[src/rtl/sar_controller.sv]
// Successive-approximation ADC controller: samples, then binary-searches the DAC code one bit
// per SETTLE/DECIDE round, and holds the result until the consumer handshakes.
module sar_controller #(
    parameter int unsigned N_BITS        = 11,
    parameter int unsigned SETTLE_CYCLES = 2
) (
    input  logic              clk,
    input  logic              reset,
    input  logic              start,
    input  logic              abort,
    input  logic              comp_in,
    input  logic              result_ready,
    output logic [N_BITS-1:0] dac_code,
    output logic              sample_hold,
    output logic              busy,
    output logic              result_valid,
    output logic [N_BITS-1:0] result
);

    localparam int unsigned IdxW = (N_BITS > 1) ? $clog2(N_BITS) : 1;
    localparam logic [N_BITS-1:0] MsbCode = N_BITS'(1) << (N_BITS - 1);
    localparam logic [3:0] SettleLoad = 4'(SETTLE_CYCLES - 1);

    typedef enum logic [2:0] {StIdle, StSample, StSettle, StDecide, StDone} state_e;

    state_e            state;
    logic [IdxW-1:0]   bit_idx;
    logic [3:0]        settle_cnt;
    logic [1:0]        rst_sync;
    logic [N_BITS-1:0] decided;
    logic [N_BITS-1:0] next_trial;

    // Reset asserts asynchronously but releases only after two clean clock edges.
    always_ff @(posedge clk or negedge reset) begin
        if (!reset) begin
            rst_sync <= '0;
        end else begin
            rst_sync <= {rst_sync[0], 1'b1};
        end
    end

    always_comb begin
        decided          = dac_code;
        decided[bit_idx] = comp_in;
        next_trial       = decided;
        if (bit_idx != '0) begin
            next_trial[bit_idx - IdxW'(1)] = 1'b1;
        end
    end

    always_ff @(posedge clk or negedge reset) begin
        if (!reset) begin
            state        <= StIdle;
            bit_idx      <= '0;
            settle_cnt   <= '0;
            dac_code     <= '0;
            result       <= '0;
            sample_hold  <= 1'b0;
            busy         <= 1'b0;
            result_valid <= 1'b0;
        end else if (rst_sync[1]) begin
            // busy is high exactly in SAMPLE, SETTLE and DECIDE, so it qualifies abort.
            if (abort && busy) begin
                state       <= StIdle;
                dac_code    <= '0;
                sample_hold <= 1'b0;
                busy        <= 1'b0;
            end else begin
                case (state)
                    StIdle: begin
                        if (start) begin
                            state       <= StSample;
                            dac_code    <= '0;
                            sample_hold <= 1'b1;
                            busy        <= 1'b1;
                        end
                    end
                    StSample: begin
                        state       <= StSettle;
                        sample_hold <= 1'b0;
                        bit_idx     <= IdxW'(N_BITS - 1);
                        dac_code    <= MsbCode;
                        settle_cnt  <= SettleLoad;
                    end
                    StSettle: begin
                        if (settle_cnt == '0) begin
                            state <= StDecide;
                        end else begin
                            settle_cnt <= settle_cnt - 4'd1;
                        end
                    end
                    StDecide: begin
                        if (bit_idx == '0) begin
                            state        <= StDone;
                            result       <= decided;
                            dac_code     <= decided;
                            busy         <= 1'b0;
                            result_valid <= 1'b1;
                        end else begin
                            state      <= StSettle;
                            dac_code   <= next_trial;
                            bit_idx    <= bit_idx - IdxW'(1);
                            settle_cnt <= SettleLoad;
                        end
                    end
                    StDone: begin
                        if (result_ready) begin
                            result_valid <= 1'b0;
                            dac_code     <= '0;
                            if (start) begin
                                state       <= StSample;
                                sample_hold <= 1'b1;
                                busy        <= 1'b1;
                            end else begin
                                state <= StIdle;
                            end
                        end
                    end
                    default: state <= StIdle;
                endcase
            end
        end
    end

endmodule

[config.mk]
export PLATFORM = sky130hd
export DESIGN_NAME = sar_controller
export DESIGN_NICKNAME = d
export VERILOG_FILES = /design/src/rtl/sar_controller.sv
export SDC_FILE = /design/constraint.sdc
export NUM_CORES = 1
export LEC_CHECK = 0
export CORE_MARGIN = 2
export CORE_UTILIZATION = 58
export DETAILED_ROUTE_END_ITERATION = 16
export PLACE_DENSITY = 0.82
export SYNTH_ARGS = -nofsm -noshare
export SYNTH_HDL_FRONTEND = slang
export SYNTH_SLANG_ARGS = --single-unit
[constraint.sdc]
create_clock -name clk -period 2.93 [get_ports clk]
set_clock_uncertainty 0.1 [all_clocks]
set_input_delay 0.293 -clock clk [delete_from_list [all_inputs] [get_ports clk]]
set_output_delay 0.293 -clock clk [all_outputs]
set_load 0.05 [all_outputs]
==> results of run 1 <==
stage by stage:
| step | total power [uW] | cells |
|---|---|---|
| after floorplan | 1920 | 228 |
| after global placement | 2290 | 296 |
| after detailed placement | 2330 | 296 |
| after CTS | 2700 | 304 |
| after global routing | 2890 | 304 |
| final | 2700 | 304 |
registers in the layout, summed over array words and instances, names as in the netlist:
signal	count
result_valid	1
rst_sync	2
sample_hold	1
settle_cnt	4
bit_idx	4
dac_code	11
busy	1
result	11
state	3
layer usage:
layer / track usage [%] / share of wire [%] / up-vias
met4: 11.7 / 2.8 / 0
met5: 0 / 0 / -
met2: 41.2 / 48 / 63
met3: 6.13 / 5.6 / 16
li1: - / - / 901
met1: 33.8 / 44 / 878
cells by family after synthesis:
logic type,count (synthesis),share of synthesized area [%]
simple gates,77,19.6
fa+ha+maj,8,4.49
compound gates,70,22.3
other cells,1,0.168
flops,38,42.6
buf+inv,20,3.98
mux,14,6.90
cells in the mapped netlist (3+ instances only):
library cell   n  area (um2)
a22o_1         5        43.8
and3_1         4        25.0
ha_1           8         100
and2_1         3        18.8
nor2_1         9        33.8
nand3_1        4        20.0
clkbuf_1       3        11.3
nor3b_1        5        37.5
o21ai_0       14        70.1
buf_2          8        40.0
nor3_1         3        15.0
nand2b_1       3        18.8
a221o_1        3        30.0
o21ai_1        4        20.0
nand2_1       22        82.6
nor2b_1        3        18.8
o2bb2ai_1      5        43.8
mux2i_1        6        60.1
a2bb2oi_1      4        35.0
mux2_2         7        78.8
a32oi_1        4        35.0
nand3b_1       7        52.6
a21oi_1       13        65.1
inv_1          8        30.0
dfrtp_1       38         951
worst reg2reg max path, stage by stage, from the launching register on:
cell and delay, ns:
dfrtp_1 0.45, inv_1 0.17, ha_1 0.41, nor3b_1 0.47, nand3_2 0.39, mux2_2 0.40
cell type report:
cell class | count | area share [%]
timing repair buffer | 32 | 11.8
inverter | 8 | 1.14
multi-input combinational | 170 | 45.2
clock inverter | 1 | 0.190
clock buffer | 7 | 3.28
tap | 48 | 2.28
sequential | 38 | 36.1
how the worst max path moves through the flow:
stage	start	endpoint	slack, ns	depth (start not counted)
4_1_cts	bit_idx[0]	result[8]	0.41	5
3_3_place_gp	bit_idx[0]	result[0]	0.52	5
2_1_floorplan	bit_idx[0]	dac_code[3]	1.05	7
6_report	bit_idx[1]	result[8]	0.42	5
5_1_grt	bit_idx[0]	result[8]	0.20	5
3_5_place_dp	bit_idx[0]	result[8]	0.41	5
power groups by stage:
stage	clock, uW	combinational [uW]	sequential (uW)
floorplan	0	804	1110
global placement	0	1420	873
detailed placement	0	1450	881
CTS	375	1450	872
global route	400	1580	905
finish	367	1460	876
==> results.yml, run 1 <==
outcome:
  status: "complete, but fails checks"
  violations: "negative hold slack"
critical_path:
  startpoint_type: "flop"
  slowest_delay_ns: 0.47
  reg2reg_from: "bit_idx[1]"
  r2r-end: "result[8]"
  crit_path_cell_trace: "inv_1 > ha_1 > nor3b_1 > nand3_2 > mux2_2"
  worst_setup_path_end_kind: "flop"
  required_ns: 3.00
  cp_max_fo: 18
  cp_top_family: "simple AND/OR/NAND/NOR gates"
  path_class: "reg -> reg"
  path_buf_inv: 1
  critPathArrivalTime_ns: 2.58
  ff2ff_path_depth: 5
  regToRegSetupSlack_ns: 0.42
  crit_path_top_delay_cell: "nor3b_1"
cts:
  cts-root-buf: "clkbuf_8"
  insertion_delay_ns: 0.29
  cts_hold_buffers: 0
  path_clk_slew_ns: 0.07
  cts_made_buffers: 5
  htreeDepth: 2
  clk_path_buf_depth: 2
  cts_resized: 0
  cts_tree: "done"
  cts_setup_buffers: 0
  cts.sinks: 38
synthesis:
  syn_avg_cell_area_um2: 9.78
  synth_seq_area_share_pct: 42.6
  syn-num-nets: 242
  synthesis.area_um2: 2230
  async_reset_ff_share_pct: 100
  synth_edf_count: 0
  synth_cells: 228
  ys_types: 56
  synth-seq-cells: 38
  ys_warn_count: 0
  synth_ff_type: "dfrtp_1"
timing:
  setup_viol: 0
  min_period_ns: 2.51
  rsz0062_at_grt: "false"
  slew-limit-headroom_pct: 45.5
  finalCritPeriodShare_pct: 85.5
  drv_slew: 0
  fmax_mhz: 399
  setup_tns_ns: 0
  whs_ns: -0.0100
  worst_pin_slew_ns: 0.818
  worst_slack_ns: 0.424
  finalHoldViolations: 24
placement:
  portBuffers: 30
  postPlaceCellArea_um2: 2540
  dp.final_hpwl_mm: 3.47
  gp_congestion: 0.903
  place_ws_ns: 0.414
drt:
  drtIter0Drc: 100
  wire_per_inst_um: 16.2
  wl_mm: 4.93
  viasPerCell: 6.11
  drc: 0
  dr_total_vias: 1858
  first_pass_iters: 4
  ant_nets: 0
finish:
  drive_gt1_share_pct: 10.9
  multi_input_area_um2: 1190
  seq_area_um2: 951
  diodes: 0
  fillCellCount: 301
  final_cell_mix: "dfrtp_1, clkdlybuf4s50_1, nand2_1, o21ai_0, a21oi_1"
  fin_area_um2: 2630
  final_util_pct: 71.4
  area_growth_pct: 18.1
  final_common_cell: "dfrtp_1"
  nets: 269
global_routing:
  grt.overflow.total: 0
  grt_usage_pct: 26.0
  grt_pass1_wl_mm: 8.49
  antenna_found_initial: 0
  grt_pass1_vias: 1813
  grt_max_degree: 39
pwr:
  leakagePower_uw: 0.00110
  powerDensity_nw_per_um2: 1020
  p_clk_share_pct: 13.6
  vdd_ir_drop_max_v: 0.000776
  combPwrFrac_pct: 53.9
  pwr-share-seq_pct: 32.5
  internal_power_uw: 1440
  swShare_pct: 46.7
  switchingPower_uw: 1260
floorplan:
  die-area_um2: 4360
  die_width_um: 66.0
  rows: 22
  die_h_um: 66.0
  io-pin-count: 31
  start_util_pct: 60.5
  core_area_um2: 3690
job:
  cap_violations: 0
worst_hold_path:
  hold_class: "in -> async"
Power figures use the tool's default switching activity.
==> run 2, diff against run 1 <==
GPL_ROUTABILITY_DRIVEN = 1   (was not set)
PLACE_DENSITY = 0.93   (was 0.82)
==> run 2 against run 1 <==
The flow still finishes with violations (negative hold slack); sequential power is essentially flat; critical path depth unchanged; largest power group unchanged; clock-buffer cell count unchanged; first-iteration DRC count rose by 27%; cell count unchanged; non-clock buffer count unchanged; total power is 0.10% higher; final area unchanged; register-to-register slack hardly changed; utilization did not move; die area unchanged; sequential share of layout area is the same.
==> results.yml, run 2 (same netlist as run 1, synthesis figures left out) <==
timing:
  finalCritPeriodShare_pct: 85.4
  setup_viol: 0
  worst_pin_slew_ns: 0.809
  finalHoldViolations: 38
  setup_tns_ns: 0
  rsz0062_at_grt: "false"
  drv_slew: 0
  min_period_ns: 2.50
  fmax_mhz: 400
  whs_ns: -0.0138
  slew-limit-headroom_pct: 46.1
drt:
  dr_total_vias: 1903
  wl_met1_mm: 2.13
  wl_met3_um: 366
  viasPerCell: 6.26
  wire_per_inst_um: 16.4
  drc: 0
  ant_nets: 0
  dr_wl_met2_mm: 2.39
  first_pass_iters: 4
  drtIter0Drc: 127
  routed.top_layer: "met4"
  wl_mm: 4.98
placement:
  portBuffers: 30
  gp_congestion: 0.973
  dp.final_hpwl_mm: 3.51
  postPlaceCellArea_um2: 2540
pwr:
  powerDensity_nw_per_um2: 1030
  leakagePower_uw: 0.00110
  finalPower_uw: 2700
  vdd_ir_drop_max_v: 0.000507
finish:
  largestRegisters: "dac_code (11), result (11)"
  drive_gt1_share_pct: 10.9
  fin_area_um2: 2630
  area_growth_pct: 18.1
  nets: 269
  diodes: 0
  final_common_cell: "dfrtp_1"
  fillCellCount: 302
  final_cell_mix: "dfrtp_1, clkdlybuf4s50_1, nand2_1, o21ai_0, a21oi_1"
critical_path:
  cp_top_family: "simple AND/OR/NAND/NOR gates"
  path_buf_inv: 1
  crit_path_top_delay_cell: "dfrtp_1"
  startpoint_type: "flop"
  required_ns: 3.01
  path_class: "reg -> reg"
  worst_setup_path_end_kind: "flop"
  critPathArrivalTime_ns: 2.58
  slowest_delay_ns: 0.45
  cp_max_fo: 18
  crit_path_cell_trace: "inv_1 > ha_1 > nor3b_1 > nand3_2 > mux2_2"
global_routing:
  grt_pass1_vias: 1745
  grt_max_degree: 39
  grt_pass1_wl_mm: 8.31
  grt.overflow.total: 0
  grt_usage_pct: 25.0
  antenna_found_initial: 0
cts:
  cts_setup_buffers: 0
  cts.sinks: 38
  cts_resized: 0
  cts_made_buffers: 5
  insertion_delay_ns: 0.29
  cts_tree: "done"
  path_clk_slew_ns: 0.07
  htreeDepth: 2
  cts_hold_buffers: 0
  cts-root-buf: "clkbuf_8"
  clk_path_buf_depth: 2
floorplan:
  start_util_pct: 60.5
  rows: 22
  core_area_um2: 3690
  die_h_um: 66.0
  io-pin-count: 31
  die_width_um: 66.0
  die-area_um2: 4360
outcome:
  status: "complete, but fails checks"
  violations: "negative hold slack"
job:
  cap_violations: 0
worst_hold_path:
  hold_class: "in -> async"
## run 2: layer usage
metal / track usage (%) / up-vias
met1: 32.9 / 901
met5: 0 / -
li1: - / 900
met2: 39.5 / 90
met4: 10.5 / 0
met3: 6.30 / 12
## run 2: metrics by stage
stage               util (%)  hold slack, ns  cells  worst slack, ns
detailed placement      68.9           0.235    296            0.479
floorplan                  -          -0.103    228             1.05
global placement        68.9           0.234    296            0.533
finish                  71.4         -0.0138    304            0.428
global route            71.4          0.0618    304            0.291
CTS                     71.4          0.0155    304            0.441
## run 2: final timing paths
| path | start | end | slack, ns | cells past startpoint |
|---|---|---|---|---|
| worst max-delay path | bit_idx[0] | result[9] | 0.43 | 5 |
| worst min-delay path | reset | result[2] | -0.01 | 1 |
| worst max register to register | bit_idx[0] | result[9] | 0.43 | 5 |
| worst min register to register | rst_sync[0] | rst_sync[1] | 0.25 | 0 |
| max in group asynchronous | reset | result[9] | 2.24 | 1 |
| min in group clk | rst_sync[0] | rst_sync[1] | 0.25 | 0 |
## run 2: cell type report
cell class	instances	area, um2	area share (%)
tap	48	60.1	2.28
multi-input combinational	170	1190	45.2
inverter	8	30.0	1.14
sequential	38	951	36.1
clock buffer	7	86.3	3.28
timing repair buffer	32	310	11.8
clock inverter	1	5.00	0.190
## run 2: worst reg2reg max path, stage by stage (launching register included)
cell and delay (ns):
dfrtp_1 0.45, inv_1 0.15, ha_1 0.42, nor3b_1 0.45, nand3_2 0.40, mux2_2 0.41
## run 2: report_power, final
group | switching, uW | internal [uW] | leakage [uW]
Combinational | 883 | 575 | 0.000558
Clock | 176 | 190 | 0.0000482
Sequential | 203 | 675 | 0.000494
==> run 3, diff against run 2 <==
CORE_UTILIZATION = 49   (was 58)
PLACE_DENSITY = 0.85   (was 0.93)
clock period = 2 ns   (was 2.93 ns; I/O delays follow)
==> run 3 against run 2 <==
The flow now finishes without violations; total power is 53% higher; via count rose by 3.2%; final area up 7.4%; first-iteration DRC count down 1.6%; cell count grew 8.6%; worst setup slack got worse by 0.34 ns; global-route usage is 3.1 points lower; clock-buffer cell count is 2 lower; sequential power up 43%; largest power group unchanged; highest routed layer unchanged.
==> results.yml, run 3 (same netlist as run 1, synthesis figures left out) <==
outcome:
  status: "finished clean"
placement:
  postPlaceCellArea_um2: 2680
  gp_congestion: 0.869
  dp.final_hpwl_mm: 3.87
  portBuffers: 30
drt:
  ant_nets: 0
  first_pass_iters: 4
  wl_mm: 5.33
  viasPerCell: 5.95
  wire_per_inst_um: 16.2
  dr_total_vias: 1964
  drtIter0Drc: 125
  drc: 0
worst_hold_path:
  holdPathStages: 0
  holdPathEnd: "rst_sync[1]"
  hold_class: "reg -> reg"
  hold_start: "rst_sync[0]"
pwr:
  vdd_ir_drop_max_v: 0.000683
  leakagePower_uw: 0.00121
  powerDensity_nw_per_um2: 1460
  finalPower_uw: 4130
finish:
  largestRegisters: "dac_code (11), result (11)"
  area_growth_pct: 26.8
  fin_area_um2: 2830
  fillCellCount: 366
  final_cell_mix: "dfrtp_1, clkdlybuf4s50_1, buf_4, nand2_1, o21ai_0"
  diodes: 0
  final_common_cell: "dfrtp_1"
  final_util_pct: 64.5
  drive_gt1_share_pct: 19.8
  nets: 292
floorplan:
  io-pin-count: 31
  core_area_um2: 4380
  die-area_um2: 5110
  rows: 24
  die_width_um: 71.5
  die_h_um: 71.5
  start_util_pct: 50.9
cts:
  cts_tree: "done"
  path_clk_slew_ns: 0.07
  cts_made_buffers: 5
  clk_path_buf_depth: 2
  cts.sinks: 38
  htreeDepth: 2
  cts-root-buf: "clkbuf_8"
  insertion_delay_ns: 0.29
critical_path:
  ff2ff_path_depth: 5
  reg2reg_from: "state[2]"
  path_class: "reg -> reg"
  regToRegSetupSlack_ns: 0.08
  startpoint_type: "flop"
  r2r-end: "result[4]"
  worst_setup_path_end_kind: "flop"
  required_ns: 2.08
  critPathArrivalTime_ns: 2.00
  cp_max_fo: 10
timing:
  rsz0062_at_grt: "false"
  worst_pin_slew_ns: 0.598
  slew-limit-headroom_pct: 59.9
  finalHoldViolations: 0
  min_period_ns: 1.92
  fmax_mhz: 522
  finalCritPeriodShare_pct: 95.8
  setup_viol: 0
  drv_slew: 0
global_routing:
  grt_pass1_wl_mm: 8.96
  antenna_found_initial: 0
  grt.overflow.total: 0
  grt_pass1_vias: 1902
  grt_max_degree: 39
  grt_usage_pct: 22.0
job:
  cap_violations: 0
run 3: metal layers:
metal  routed length, um  global-route usage (%)
met2                2720                    39.2
met5                   0                       0
met4                  66                    4.19
met3                 303                    4.22
met1                2240                    27.9
run 3: how the worst max path moves through the flow:
stage / startpoint / endpoint / slack (ns) / cells past startpoint
2_1_floorplan: bit_idx[0] / dac_code[3] / 0.12 / 7
3_3_place_gp: start / dac_code[3] / 0.09 / 5
3_5_place_dp: abort / dac_code[0] / -0.003 / 5
4_1_cts: bit_idx[0] / result[6] / 0.02 / 7
5_1_grt: state[0] / dac_code[10] / 0.008 / 4
6_report: state[2] / result[4] / 0.08 / 5
run 3: through the flow:
stage / instances / TNS (ns) / hold slack [ns] / worst slack [ns]
after CTS: 326 / 0 / 0.255 / 0.0210
after detailed placement: 318 / -0.00267 / 0.176 / -0.00267
after global routing: 330 / 0 / 0.269 / 0.00798
after global placement: 318 / 0 / 0.171 / 0.0930
final: 330 / 0 / 0.253 / 0.0840
after floorplan: 228 / 0 / -0.196 / 0.115
run 3: repair_timing:
action                     in CTS  in global routing
gates resized for setup         1                  4
hold endpoints to repair       38                  0
pin swaps                       0                  2
hold buffers                    1                  0
setup endpoints to repair       2                 12
buffers inserted                0                  4
run 3: cell type report:
type                    instances  area, um2  share of cell area, %
multi-input cells             170       1220                   43.1
flip-flops and latches         38        951                   33.6
repair buffers                 55        485                   17.2
clock buffers                   5       68.8                   2.43
well taps                      52       65.1                   2.30
inverters                       8       30.0                   1.06
clock inverters                 2       10.0                  0.354
run 3: where the power goes:
part | switching, uW | total, uW | leakage [uW] | internal [uW]
registers | 262 | 1250 | 0.000494 | 988
logic | 1390 | 2380 | 0.000674 | 993
clock network | 262 | 496 | 0.0000438 | 234
run 3: critical path, cell delays in order (launching register included):
cell     delay, ns
dfrtp_1       0.51
buf_4         0.21
and3b_1       0.28
nand3_2       0.23
buf_4         0.23
mux2_2        0.26
